$ cat src/rtl/seven_seg_frame_driver_pkg.sv
// seven_seg_frame_driver_pkg: shared 7-segment constants (active-low gfedcba patterns, scan states, blank levels)
package seven_seg_frame_driver_pkg;
  localparam logic ST_BLANK = 1'b0;
  localparam logic ST_ON = 1'b1;
  localparam logic [3:0] AN_OFF = 4'b1111;
  localparam logic [6:0] SEG_OFF = 7'b1111111;
  localparam logic [15:0][6:0] SEG_LUT = {
    7'b0001110, 7'b0000110, 7'b0100001, 7'b1000110,
    7'b0000011, 7'b0001000, 7'b0010000, 7'b0000000,
    7'b1111000, 7'b0000010, 7'b0010010, 7'b0011001,
    7'b0110000, 7'b0100100, 7'b1111001, 7'b1000000
  };
endpackage

$ cat src/rtl/hex_to_seg.sv
// hex_to_seg: combinational hex nibble to active-low 7-segment pattern
module hex_to_seg
  import seven_seg_frame_driver_pkg::*;
(
  input  logic [3:0] hex,
  output logic [6:0] seg
);
  assign seg = SEG_LUT[hex];
endmodule

$ cat src/rtl/seven_seg_frame_driver.sv
// seven_seg_frame_driver: 4-digit multiplexed 7-segment scan with dead-time blanking,
// leading-zero suppression and frame-boundary commit of loaded values
module seven_seg_frame_driver
  import seven_seg_frame_driver_pkg::*;
#(
  parameter int DIGIT_CYCLES = 16,
  parameter int BLANK_CYCLES = 2,
  parameter int LZ_SUPPRESS = 1
) (
  input  logic        clk,
  input  logic        reset,
  input  logic [15:0] data_in,
  input  logic [3:0]  dp_in,
  input  logic        load,
  output logic        pending,
  output logic [3:0]  an,
  output logic [6:0]  seg,
  output logic        dp,
  output logic        frame_done
);
  localparam int CW = $clog2(DIGIT_CYCLES);
  logic [CW-1:0] c, c_n;
  logic [1:0] d, d_n;
  logic st, st_n;
  logic [15:0] disp, pend_data;
  logic [3:0] disp_dp, pend_dp;
  logic [3:0] nib, an_n;
  logic [6:0] seg_dec, seg_n;
  logic dp_n, fd_n, sup, on, last, commit;

  hex_to_seg u_dec (.hex(nib), .seg(seg_dec));

  always_ff @(posedge clk) begin
    if (reset) begin
      c <= '0;
      d <= '0;
      st <= ST_BLANK;
      an <= AN_OFF;
      seg <= SEG_OFF;
      dp <= 1'b1;
      frame_done <= 1'b0;
      pending <= 1'b0;
      disp <= '0;
      disp_dp <= '0;
      pend_data <= '0;
      pend_dp <= '0;
    end else begin
      c <= c_n;
      d <= d_n;
      st <= st_n;
      an <= an_n;
      seg <= seg_n;
      dp <= dp_n;
      frame_done <= fd_n;
      if (commit) {disp, disp_dp} <= {pend_data, pend_dp};
      if (load) {pend_data, pend_dp} <= {data_in, dp_in};
      pending <= load || (pending && !commit);
    end
  end

  always_comb begin
    last = c == CW'(DIGIT_CYCLES - 1);
    c_n = last ? '0 : c + 1'b1;
    d_n = last ? d + 2'd1 : d;
    st_n = (st == ST_BLANK) ? ((c_n == CW'(BLANK_CYCLES)) ? ST_ON : ST_BLANK)
                            : ((c_n == '0) ? ST_BLANK : ST_ON);
    commit = last && d == 2'd3 && pending;
  end

  // Outputs are precomputed for the coming (c, d) so the flops present them in that very cycle
  always_comb begin
    nib = 4'(disp >> {d_n, 2'b00});
    sup = LZ_SUPPRESS != 0 && d_n != 2'd0 && (disp >> {d_n, 2'b00}) == 16'd0;
    on = st_n == ST_ON && !sup;
    an_n = on ? ~(4'b0001 << d_n) : AN_OFF;
    seg_n = on ? seg_dec : SEG_OFF;
    dp_n = on ? ~disp_dp[d_n] : 1'b1;
    fd_n = c_n == CW'(DIGIT_CYCLES - 1) && d_n == 2'd3;
  end
endmodule

$ cat config.mk
export PLATFORM = sky130hd
export DESIGN_NAME = seven_seg_frame_driver
export DESIGN_NICKNAME = d
export VERILOG_FILES = /design/src/rtl/seven_seg_frame_driver_pkg.sv /design/src/rtl/hex_to_seg.sv /design/src/rtl/seven_seg_frame_driver.sv
export SDC_FILE = /design/constraint.sdc
export NUM_CORES = 1
export LEC_CHECK = 0
export ABC_AREA = 1
export BUFFER_PORTS_ARGS = -buffer_cell sky130_fd_sc_hd__buf_2
export CAP_MARGIN = 20
export CORE_AREA = 2 2 87 89
export CTS_CLUSTER_DIAMETER = 60
export CTS_CLUSTER_SIZE = 25
export DETAILED_ROUTE_END_ITERATION = 6
export DIE_AREA = 0 0 89 91
export PLACE_DENSITY = 0.65
export SYNTH_ARGS = -nofsm -noshare
export SYNTH_HDL_FRONTEND = slang
export SYNTH_SLANG_ARGS = --single-unit
$ cat constraint.sdc
create_clock -name clk -period 2.5 [get_ports clk]
set_clock_uncertainty 0.05 [all_clocks]
set_input_delay 0.125 -clock clk [delete_from_list [all_inputs] [get_ports clk]]
set_output_delay 0.125 -clock clk [all_outputs]
set_load 0.01 [all_outputs]
==> summary.md <==
| Metric | Value |
|---|---|
| Status | finished, final reports clean |
| Endpoint class of the critical path | flip-flop |
| Post-detailed-route count of antenna-violating nets | 0 |
| Highest Signal Layer | met4 |
| Number of core rows | 31 |
| Share of post-route cells with drive strength above 1 | 0.199 |
| Core area | 7140 µm² |
| Average routed wire per standard cell | 10.7 µm |
| First-pass GRT wire length | 10700 µm |
| Number of antenna cells inserted | 0 |
| Distinct cell type count after synthesis | 24 |
| Die Y | 91 µm |
| Full die area | 8100 µm² |
| Number of endpoints failing setup at the final stage | 0 |
| Worst-path maximum fanout | 14 |
| Launch point of the worst reg-to-reg path | c[0]$_SDFF_PP0_ |
| First DRT Iteration DRCs | 116 |
| Area of the mapped netlist | 2800 µm² |
| Net count after synthesis | 419 |
| DRC violations left | 0 |
| Die span in x | 89 µm |
| Final cycle utilization of the critical path | 0.915 |
| Pwr Density | 574 nW/µm² |
| Setup TNS | 0 ns |
| Average cell area after synthesis | 7.25 µm² |
| Cell at the root of the clock tree | clkbuf_8 |
| Overall fraction of global-route tracks in use | 0.168 |
| Endpoint required time on the critical path | 2.74 ns |
| Final Slew Violations | 0 |
| Sink count of the clock tree | 61 |
| Maximum clock rate | 437 MHz |
| WHS | 0.187 ns |
| Maximum number of pins on one net before global-route repair | 41 |
| Initial Utilization | 0.392 |
| Layout area overhead | 24.9% |
| Shortest period the worst path allows | 2.29 ns |
| Worst Min Path Start | load |
| CP max stage delay | 0.39 ns |
| Most repeated library cell on the critical path | nand2_1 |
| Number of warnings issued by yosys | 0 |
| Antenna violations before repair | 0 |
| Type of element launching the critical path | flip-flop |
| Worst reg-to-reg path cell count | 17 |
| Cells traversed along the worst timing path | ha_4 > nand3_4 > nand2_4 > nand2_4 > nand2_1 > nand2_1 > nand2_1 > nand2_1 > inv_1 > ha_1 > nand2_1 > inv_1 > nand3_1 > nor2_1 > nor2_2 > buf_4 > nand2_1 |
| Sequential cell area fraction in the yosys report | 0.436 |
| Endpoint of the most critical register-to-register path | seg[0]$_SDFF_PP1_ |
| Max_cap viols | 0 |
| Count of buffer and inverter cells on the critical path | 3 |
| RePlAce Congestion | 0.932 |
| CTS H-tree lvls | 3 |
| Flip-flop and latch count after synthesis | 61 |
| Met1 Wirelength | 2870 µm |
| Leak | 1.63 nW |
| Latest clock arrival within the worst-skew pair | 0.35 ns |
| Average vias per placed instance | 4.58 |
| Most area-hungry cell type in the Yosys netlist | dfxtp_1 |
| WP data arrival | 2.52 ns |
| Clock tree from TritonCTS | yes |
| Port-buffer cells | 36 |
| Detailed-routed wire length on met3 | 320 µm |
| Slowest-stage cell, CP | dfxtp_1 |
| Clock transition at the register clock pins on the worst setup and hold paths after CTS | 0.07 ns |
| Total congestion overflow after global routing | 0 |
| Detailed Place HPWL | 4150 µm |
| Hold Violations, Final | 0 |
| Total clock buffers created by CTS | 9 |
| NumNets Final | 480 |
| Worst rel slew slack | 0.576 |
| Via count of the first global-routing pass | 2342 |
| 1st-pass router iterations | 4 |
| Cells after Synth | 386 |
| Hold path endpoint | pend_dp[0]$_SDFFE_PP0P_ |
| Routed length on met2 | 2650 µm |
| IO Count | 37 |
| Total number of vias | 2525 |
| Crit path kind | reg2reg |
| Max Buffers Root-to-Sink | 2 |
| Top delay family on crit path | simple AND/OR/NAND/NOR gates |
| Cell depth of the worst hold path | 3 |
| Slew @ Worst Pin | 0.635 ns |
| Max IR drop VDD | 500 µV |
| Total length of routed wires | 5910 µm |
| Cell types with the largest area share after synthesis | dfxtp_1 (44%), nor2_1 (10%), nand2_1 (9.0%), o21ai_0 (7.5%), inv_1 (5.1%) |
| Final core utilization | 0.490 |
| Share of the synthesized area in the top cell type | 0.436 |
| Kind of path behind the tightest hold check | in2reg |
| Worst reg2reg setup slack | 0.21 ns |
[logic make-up after synthesis]
family	share of synthesized area
flops	0.436
compound gates	0.107
simple gates	0.328
fa+ha+maj	0.0447
buf+inv	0.0836
[cell type report]
| class | instances | area, µm² |
|---|---|---|
| Fill cell | 751 | 3640 |
| Multi-Input combinational cell | 269 | 1360 |
| Sequential cell | 61 | 1220 |
| Timing Repair Buffer | 66 | 458 |
| Clock buffer | 11 | 151 |
| Inverter | 40 | 150 |
| Tap cell | 99 | 124 |
| Clock inverter | 5 | 35.0 |
[layer usage]
metal	GRT usage	up-vias
met5	0	-
met4	0.0560	0
met3	0.0636	8
met2	0.246	64
li1	-	1345
met1	0.225	1108
[state kept, by name, summed over array words and instances (netlist names)]
signal      flops
dp              1
disp_dp         4
seg             7
d               2
disp           16
pend_data      16
c               4
pend_dp         4
st              1
frame_done      1
pending         1
an              4
[per-stage QoR]
stage	instances	setup slack (ns)	total power, mW	area [µm²]
6_report	551	0.213	2.00	3490
5_1_grt	551	-0.00815	2.12	3490
4_1_cts	551	0.0806	2.03	3480
3_5_place_dp	514	0.114	1.19	3090
3_3_place_gp	514	0.201	1.18	3090
2_1_floorplan	386	0.140	1.14	2800
[power breakdown]
group | internal, mW | switching [mW]
clock | 0.413 | 0.400
sequential | 1.01 | 0.0190
combinational | 0.0786 | 0.0806
total | 1.50 | 0.500
[tightest hold or removal path: cells and delay by family]
kind                   cells  cell delay [ns]
AO/OA/AOI/OAI              1             0.18
AND/OR/NAND/NOR            1             0.04
buffers and inverters      1             0.20
[synth_stat cells]
master,count
a21o_2,1
a21oi_1,10
buf_2,1
buf_6,3
clkbuf_1,12
dfxtp_1,61
ha_1,10
inv_1,38
inv_2,2
nand2_1,67
nand2_2,15
nand2_4,3
nand3_1,28
nand3_2,3
nand3_4,1
nand3b_1,1
nand4_1,4
nand4_4,1
nor2_1,76
nor2_2,2
o21a_1,1
o21ai_0,42
o21ai_1,2
o22ai_1,2
[what timing repair did]
action,4_1_cts,5_1_grt
endpoints found under the setup margin,0,11
hold buffers,21,0
hold endpoints to repair,25,0
buffers inserted,0,0
gates resized for setup,0,2
[layout by cell type (no fill, tap or decap), drive strengths merged]
| cell | count |
|---|---|
| nand4 | 5 |
| o22ai | 2 |
| nand3 | 32 |
| nand2 | 85 |
| o21ai | 44 |
| dfxtp | 61 |
| o21a | 1 |
| inv | 40 |
| ha | 10 |
| a21oi | 10 |
| dlygate4sd3 | 21 |
| a21o | 1 |
| clkbuf | 11 |
| clkinv | 4 |
| buf | 45 |
| nor2 | 78 |
| nand3b | 1 |
| clkinvlp | 1 |
[worst max path at each step]
stage	slack (ns)	endpoint	from	depth (start not counted)
floorplan	0.14	seg[5]$_SDFF_PP1_	c[0]$_SDFF_PP0_	17
global placement	0.20	seg[5]$_SDFF_PP1_	c[0]$_SDFF_PP0_	16
detailed placement	0.11	seg[0]$_SDFF_PP1_	c[1]$_SDFF_PP0_	17
CTS	0.08	seg[0]$_SDFF_PP1_	c[1]$_SDFF_PP0_	17
global route	-0.008	seg[6]$_SDFF_PP1_	c[0]$_SDFF_PP0_	17
finish	0.21	seg[0]$_SDFF_PP1_	c[0]$_SDFF_PP0_	17
No activity file was read; power rests on OpenSTA's default activity.
